$ cat src/rtl/lfsr_pkg.sv
// Shared types and constants for the LFSR pattern generator family.
// LFSR_MISR_EN (optional) turns the top into a MISR; nothing here depends on it.
package lfsr_pkg;

    typedef enum logic [1:0] {
        ST_IDLE = 2'd0,
        ST_RUN  = 2'd1,
        ST_DONE = 2'd2
    } lfsr_state_e;

    localparam int unsigned TAP_TABLE_W = 16;

    // Bits needed to hold any count in 0..max_count.
    function automatic int unsigned cnt_width(input int unsigned max_count);
        return (max_count < 1) ? 1 : $clog2(max_count + 1);
    endfunction

    // Maximal-length feedback masks; bit i set means term x^(i+1).
    function automatic logic [TAP_TABLE_W-1:0] default_taps(input int unsigned w);
        logic [TAP_TABLE_W-1:0] t;
        case (w)
            3:       t = 16'h0006;
            4:       t = 16'h000C;
            5:       t = 16'h0014;
            6:       t = 16'h0030;
            7:       t = 16'h0060;
            8:       t = 16'h00B8;
            9:       t = 16'h0110;
            10:      t = 16'h0240;
            11:      t = 16'h0500;
            12:      t = 16'h0829;
            13:      t = 16'h100D;
            14:      t = 16'h2015;
            15:      t = 16'h6000;
            16:      t = 16'hD008;
            default: t = 16'h0003;
        endcase
        return t;
    endfunction

endpackage

$ cat src/rtl/lfsr_next.sv
// Combinational Fibonacci LFSR step; with LFSR_MISR_EN the shifted value is XORed with data_in.
module lfsr_next #(
    parameter int unsigned WIDTH = 3
) (
    input  logic [WIDTH-1:0] q,
    input  logic [WIDTH-1:0] taps,
`ifdef LFSR_MISR_EN
    input  logic [WIDTH-1:0] data_in,
`endif
    output logic [WIDTH-1:0] nxt
);

    logic fb;

    always_comb begin
        fb = ^(q & taps);
`ifdef LFSR_MISR_EN
        nxt = {q[WIDTH-2:0], fb} ^ data_in;
`else
        nxt = {q[WIDTH-2:0], fb};
`endif
    end

endmodule

$ cat src/rtl/lfsr_pattern_gen.sv
// BIST pattern generator: seedable Fibonacci LFSR with a counted run/done FSM.
// Define LFSR_MISR_EN to add data_in and operate as a MISR (no lock-up recovery).
module lfsr_pattern_gen
    import lfsr_pkg::*;
#(
    parameter int unsigned       WIDTH     = 3,
    parameter logic [WIDTH-1:0]  TAPS      = WIDTH'(default_taps(WIDTH)),
    parameter logic [WIDTH-1:0]  SEED      = '1,
    parameter int unsigned       MAX_COUNT = 255,
    parameter int unsigned       CW        = cnt_width(MAX_COUNT)
) (
    input  logic             CLK,
    input  logic             RST,
    input  logic             Init,
    input  logic [WIDTH-1:0] seed_in,
    input  logic             start,
    input  logic [CW-1:0]    pat_count,
    input  logic             en,
`ifdef LFSR_MISR_EN
    input  logic [WIDTH-1:0] data_in,
`endif
    output logic [WIDTH-1:0] q,
    output logic             valid,
    output logic             busy,
    output logic             done,
    output logic             lockup
);

    lfsr_state_e      state_q, state_d;
    logic [WIDTH-1:0] q_q, q_d;
    logic [CW-1:0]    cnt_q, cnt_d;
    logic             lockup_q, lockup_d;
    logic [WIDTH-1:0] shift_nxt;

    lfsr_next #(.WIDTH(WIDTH)) u_next (
        .q       (q_q),
        .taps    (TAPS),
`ifdef LFSR_MISR_EN
        .data_in (data_in),
`endif
        .nxt     (shift_nxt)
    );

    // Next-state: Init beats start beats normal stepping.
    always_comb begin
        state_d  = state_q;
        q_d      = q_q;
        cnt_d    = cnt_q;
        lockup_d = lockup_q;
        if (Init) begin
            state_d  = ST_IDLE;
            q_d      = seed_in;
            cnt_d    = '0;
            lockup_d = 1'b0;
        end else begin
            case (state_q)
                ST_IDLE, ST_DONE: begin
                    if (start) begin
                        cnt_d    = pat_count;
                        lockup_d = 1'b0;
                        state_d  = (pat_count == '0) ? ST_DONE : ST_RUN;
                    end
                end
                ST_RUN: begin
                    if (en) begin
`ifdef LFSR_MISR_EN
                        q_d = shift_nxt;
`else
                        // An all-zero register would stick forever; reload SEED instead.
                        if (q_q == '0) begin
                            q_d      = SEED;
                            lockup_d = 1'b1;
                        end else begin
                            q_d = shift_nxt;
                        end
`endif
                        cnt_d = cnt_q - CW'(1);
                        if (cnt_q == CW'(1)) begin
                            state_d = ST_DONE;
                        end
                    end
                end
                default: state_d = ST_IDLE;
            endcase
        end
    end

    always_ff @(posedge CLK or posedge RST) begin
        if (RST) begin
            state_q  <= ST_IDLE;
            q_q      <= SEED;
            cnt_q    <= '0;
            lockup_q <= 1'b0;
        end else begin
            state_q  <= state_d;
            q_q      <= q_d;
            cnt_q    <= cnt_d;
            lockup_q <= lockup_d;
        end
    end

    assign q      = q_q;
    assign busy   = (state_q == ST_RUN);
    assign done   = (state_q == ST_DONE);
    assign valid  = busy & en;
    assign lockup = lockup_q;

endmodule

$ cat config.mk
export PLATFORM = sky130hd
export DESIGN_NAME = lfsr_pattern_gen
export DESIGN_NICKNAME = d
export VERILOG_FILES = /design/src/rtl/lfsr_pkg.sv /design/src/rtl/lfsr_next.sv /design/src/rtl/lfsr_pattern_gen.sv
export SDC_FILE = /design/constraint.sdc
export NUM_CORES = 1
export LEC_CHECK = 0
export BUFFER_PORTS_ARGS = -buffer_cell sky130_fd_sc_hd__buf_4
export CORE_UTILIZATION = 52
export DETAILED_ROUTE_END_ITERATION = 8
export PLACE_DENSITY_LB_ADDON = 0.3
export SYNTH_ARGS = -nofsm -noshare
export SYNTH_HDL_FRONTEND = slang
export SYNTH_HIERARCHICAL = 1
export SYNTH_SLANG_ARGS = --single-unit
$ cat constraint.sdc
create_clock -name CLK -period 1.8 [get_ports CLK]
set_input_delay 0.09 -clock CLK [delete_from_list [all_inputs] [get_ports CLK]]
set_output_delay 0.09 -clock CLK [all_outputs]
set_load 0.03 [all_outputs]
# Yosys cells after proc, flatten, opt, wreduce, memory -nomap -nowiden
# Cells that the tools add are included.
dict set report classes {
  mux 19
  n_bitwise 1
  reduce_logical 12
  n_addsub 1
  n_eq_ne 7
}
# operator n
set op_table {}
lappend op_table {{$mux W8} 3}
lappend op_table {{$pmux W8 S2} 1}
lappend op_table {{$mux W3} 4}
lappend op_table {{$mux W2} 5}
lappend op_table {{$eq A8 B1 Y1 const B} 1}
lappend op_table {{$logic_not A8 Y1} 1}
lappend op_table {{$sub A8 B1 Y8 const B} 1}
lappend op_table {{$ne A3 B2 Y1 const B} 2}
lappend op_table {{$ne A3 B3 Y1 const B} 2}
lappend op_table {{$reduce_and A3 Y1} 2}
lappend op_table {{$mux W1} 4}
lappend op_table {{$pmux W2 S2} 1}
lappend op_table {{$reduce_and A4 Y1} 1}
lappend op_table {{$reduce_bool A2 Y1} 2}
lappend op_table {{$logic_not A3 Y1} 1}
lappend op_table {{$reduce_bool A3 Y1} 1}
lappend op_table {{$reduce_xor A3 Y1} 1}
lappend op_table {{$eq A2 B1 Y1 const B} 1}
lappend op_table {{$eq A2 B2 Y1 const B} 1}
lappend op_table {{$logic_not A2 Y1} 1}
lappend op_table {{$pmux W1 S2} 1}
lappend op_table {{$reduce_and A2 Y1} 1}
lappend op_table {{$reduce_or A2 Y1} 1}
lappend op_table {{$and A1 B1 Y1} 1}
dict set report word_totals {
  output_inout_bits 7
  in_bits 16
  elab_cells 44
  register_bits 14
}

# Longest topological paths before layout
dict set report logic_depth {
  word_depth 5
  ltp_mapped 6
  ltp_nobuf 6
}

# Modules after synthesis
# Netlist, hierarchy kept.
# module cells_per_inst area_per_inst_um2 instances
set by_module_without_submodules {}
lappend by_module_without_submodules {lfsr_pattern_gen 103 895.9 1}
lappend by_module_without_submodules {lfsr_next 7 56.3 1}

# Worst setup path before layout
# No wires, ideal clock.
dict set report synth_path {
  path_kind {reg-to-reg}
  from {reg state_q[1]}
  to {reg state_q[1]}
  setup_slack_ps 375
  arrival_ps 1335
  synth_period_minus_slack_ps 1425
  setup_time_ps 90
  stages_incl_launch_ff 7
  path_buffers 2
  path_cell_list {dfrtp_1 -> and3b_1 -> buf_6 -> nor2_2 -> or2_1 -> buf_6 -> o31ai_4}
}
dict set report synth_via {
  elab_chain_len 4
  word_cells_on_any_way 10
}
# element line
set synth_lines {}
lappend synth_lines {{start, declared} lfsr_pattern_gen.sv:29} ;# lfsr_state_e state_q, state_d;
lappend synth_lines {{start signal, assigned} lfsr_pattern_gen.sv:95} ;# state_q <= state_d;
lappend synth_lines {{$eq A2 B2 Y1 / $logic_not A2 Y1 (equally long branches)} lfsr_pattern_gen.sv:56} ;# case (state_q)
lappend synth_lines {{$reduce_or A2 Y1} lfsr_pattern_gen.sv:56}
lappend synth_lines {{$ne A3 B3 Y1 (no source line) / $pmux W2 S2 (equally long branches)} n/a}
lappend synth_lines {{$reduce_and A3 Y1 (no source line) / $mux W2 (equally long branches)} n/a}
# Parallel ways exist; a longest one is shown, timed or not.
# A chain may end at the register's enable or synchronous reset.

# Final worst setup path
dict set report layout_path {
  from {reg state_q[0]}
  to {out busy}
}
dict set report layout_via {
  elab_chain_len 1
}
# element line
set layout_lines {}
lappend layout_lines {{$eq A2 B1 Y1} lfsr_pattern_gen.sv:103} ;# assign busy = (state_q == ST_RUN);
lappend layout_lines {{end, declared} lfsr_pattern_gen.sv:24} ;# output logic busy,
# No other way between the ends.

==> results.md <==
- WHS Path Cells: 3
- Routed vias: 859
- Worst Hold Class: in -> reg
- Die Ht: about 45 um
- Clock slew seen by the registers of the worst setup and hold paths: approximately 90 ps
- Slew HR: 0.599
- All-Layer GR Usage: 0.250
- DRC: 0
- CP arrival: 1520 ps
- Maxcap violations: 0
- Area of the mapped netlist: 952 um^2
- Area of the multi-input gates: around 520 um^2
- Top cell type's share of synthesized area: 0.289
- Core Region: 1730 um^2
- Die width: 44.8 um
- CP max-delay cell: nand2b_1
- Final Instance Area: 1140 um^2
- Synthesized area per cell: 8.66 um^2
- Capture point of the worst reg-to-reg path: state_q[1]
- Die Area: 2010 um^2
- Fin nets: ~150
- CP Launch Point: state_q[0]
- FF-to-FF path depth: 4
- Min Clock Period, post-route: 1610 ps
- Crit-path max FO: 18
- Setup violators final: 0
- Worst r2r src: state_q[0]
- Status: complete, no violations
- PwrDens: 792 nW/um^2
- F_max: just over 600 MHz
- Yosys cell types: 39
- CP max stage delay: 460 ps
- DR pass1 iterations: 4
- Pins Over Slew Limit: 0
- Kind of end point of the critical path: output port
- Critical path launch point type: flop
- Register-to-register setup slack: 240 ps
- H-tree depth: 1
- DR iter-0 viols: 19
- Ys Warns: 6
- WL final: 2090 um
- P_leak: 0.509 nW
- Detailed placement HPWL: 1550 um
- Req. time, crit path: 1710 ps
- Slew @ Worst Pin: between 600 and 700 ps
- Hold Vio Cnt, Final: 0
- Sequential area share after synthesis: 0.372
- Avg WL per Cell: 13.6 um
- Top cells by area in the synthesized netlist: dfrtp_1 29%, dfstp_2 8.3%, o21ai_0 5.8%, a21oi_1 4.7%, nand2_1 3.9%
- GRT overflow: 0
- Hold path start: seed_in[1]
- Std-Cell Rows: 15
- Cells after Synth: 110
- Setup_tns: 0 ps
- Initial antenna violation count: 0
- Area leader, netlist: dfrtp_1
- CTS tree: done
- Sequential cell area: around 350 um^2
- Post-DRT Antenna Nets: 0
- RSZ-0062 raised after global routing: false
- CP Cell Sequence: nand2b_1 -> inv_1 -> buf_4
- Longest Clk Path Bufs: 2
- Worst vdd ir: approximately 0.49 mV
- Largest net degree at the start of global routing: 19
- First-pass GRT wire length: 3600 um
- Layout Utilization: 0.658
- Fraction of layout cells with a size suffix above 1: 0.256
- Vias in the first global route: 831
- Gpl congestion: 0.871
- Fill cell count: between 150 and 200
- Starting Density: 0.551
- Worst Skew: 2.74 ps
- Critical Path Stages: 3
- Layout area overhead: 19.3%
- Clk Tree Root Cell: clkbuf_4
- Post-Place Cell Area: roughly 1100 um^2
- PortBufs: 22
- Critical path type: reg -> out
- Clk Latency, worst-skew pair: 290 ps
- Crit-path leading delay family: simple AND/OR/NAND/NOR gates
- ANT cells: 0
- CTS Buf Count: 3
- IO Count: 23
- WHS Endpoint: q[1]
- CTS Sinks: 14
- Final Cycle Share: 0.896
- Synth Register Bits: 14
- CP Buf/Inv Count: 2
- Drt via density: 5.58
==> synth_stat cells <==
master,instances
dfrtp_1,11
o21ai_0,11
nand2_1,10
a21oi_1,9
nor3_1,7
nor2_1,6
inv_1,4
buf_4,3
dfstp_2,3
nand2b_1,3
nor4_1,3
o22ai_1,3
a211oi_1,2
a41oi_1,2
and2b_1,2
buf_2,2
buf_6,2
clkbuf_1,2
conb_1,2
ha_1,2
o21ai_1,2
or3_1,2
a21boi_0,1
a22oi_1,1
a311oi_1,1
and2_1,1
and3b_1,1
nor2_2,1
nor3_2,1
nor3b_1,1
nor4_2,1
o2111ai_1,1
o211ai_1,1
o21a_1,1
o311a_1,1
o31ai_1,1
o31ai_4,1
or2_1,1
xnor3_1,1
==> logic make-up (layout without fill, tap and decap cells) <==
logic type | Yosys count | after routing | share of synthesized area
simple gates | 40 | 40 | 0.229
compound gates | 38 | 38 | 0.260
flops | 14 | 14 | 0.372
buf+inv | 13 | 31 | 0.0815
fa+ha+maj | 2 | 2 | 0.0263
other cells | 2 | 3 | 0.00789
xor+xnor | 1 | 1 | 0.0237
==> cells in the final DEF (no fill, tap or decap), types with 3 or more instances in the layout <==
cell,count
a21oi_1,9
buf_4,22
clkbuf_4,3
conb_1,3
dfrtp_1,11
dfstp_2,3
inv_1,4
nand2_1,10
nand2b_1,3
nor2_1,6
nor3_1,7
nor4_1,3
o21ai_0,11
o22ai_1,3
==> where the power goes <==
part / internal [mW] / total [mW] / switching [mW]
clock network: 0.123 / 0.233 / 0.110
registers: 0.352 / 0.391 / 0.0393
logic: 0.118 / 0.276 / 0.159
total: 0.593 / 0.900 / 0.307
==> metrics by stage <==
stage          hold WS, ps  instances  total power, mW  worst slack [ps]
6_report              1.55        154            0.900               187
5_1_grt               31.5        154            0.947              62.8
4_1_cts               8.29        154            0.896               212
3_5_place_dp           172        149            0.667               266
3_3_place_gp           172        149            0.661               299
2_1_floorplan        -22.9        111            0.602               375
==> cell type report <==
class,instances,share of cell area
flip-flops and latches,14,0.312
multi-input cells,84,0.461
well taps,25,0.0275
inverters,4,0.0132
clock buffers,4,0.0319
repair buffers,23,0.154
==> registers in the layout, summed over array words and instances (netlist names) <==
register	count
cnt_q	8
state_q	2
q	3
lockup	1
==> worst max-delay path by stage <==
stage	slack [ps]	end
floorplan	370	state_q[1]
global placement	300	state_q[1]
detailed placement	270	state_q[1]
CTS	210	busy
global route	60	busy
finish	190	busy
==> per-layer routing <==
metal / wire (um) / global-route usage
met1: 955 / 0.342
met2: 1010 / 0.409
met3: 84 / 0.0240
met4: 40 / 0.103
met5: 0 / 0
==> worst register-to-register path, cell delays in order (launching register included) <==
cell and delay, ps:
dfrtp_1 440, and3b_1 390, nor2_2 60, or2_1 330, o31ai_4 260
==> timing repair <==
| action | CTS | global route |
|---|---|---|
| endpoints found under the hold margin | 11 | 0 |
| setup buffers | 0 | 0 |
| hold buffers | 1 | 0 |
| resized for setup | 0 | 0 |
| setup endpoints to repair | 0 | 0 |
No activity file was read; power rests on OpenSTA's default activity.
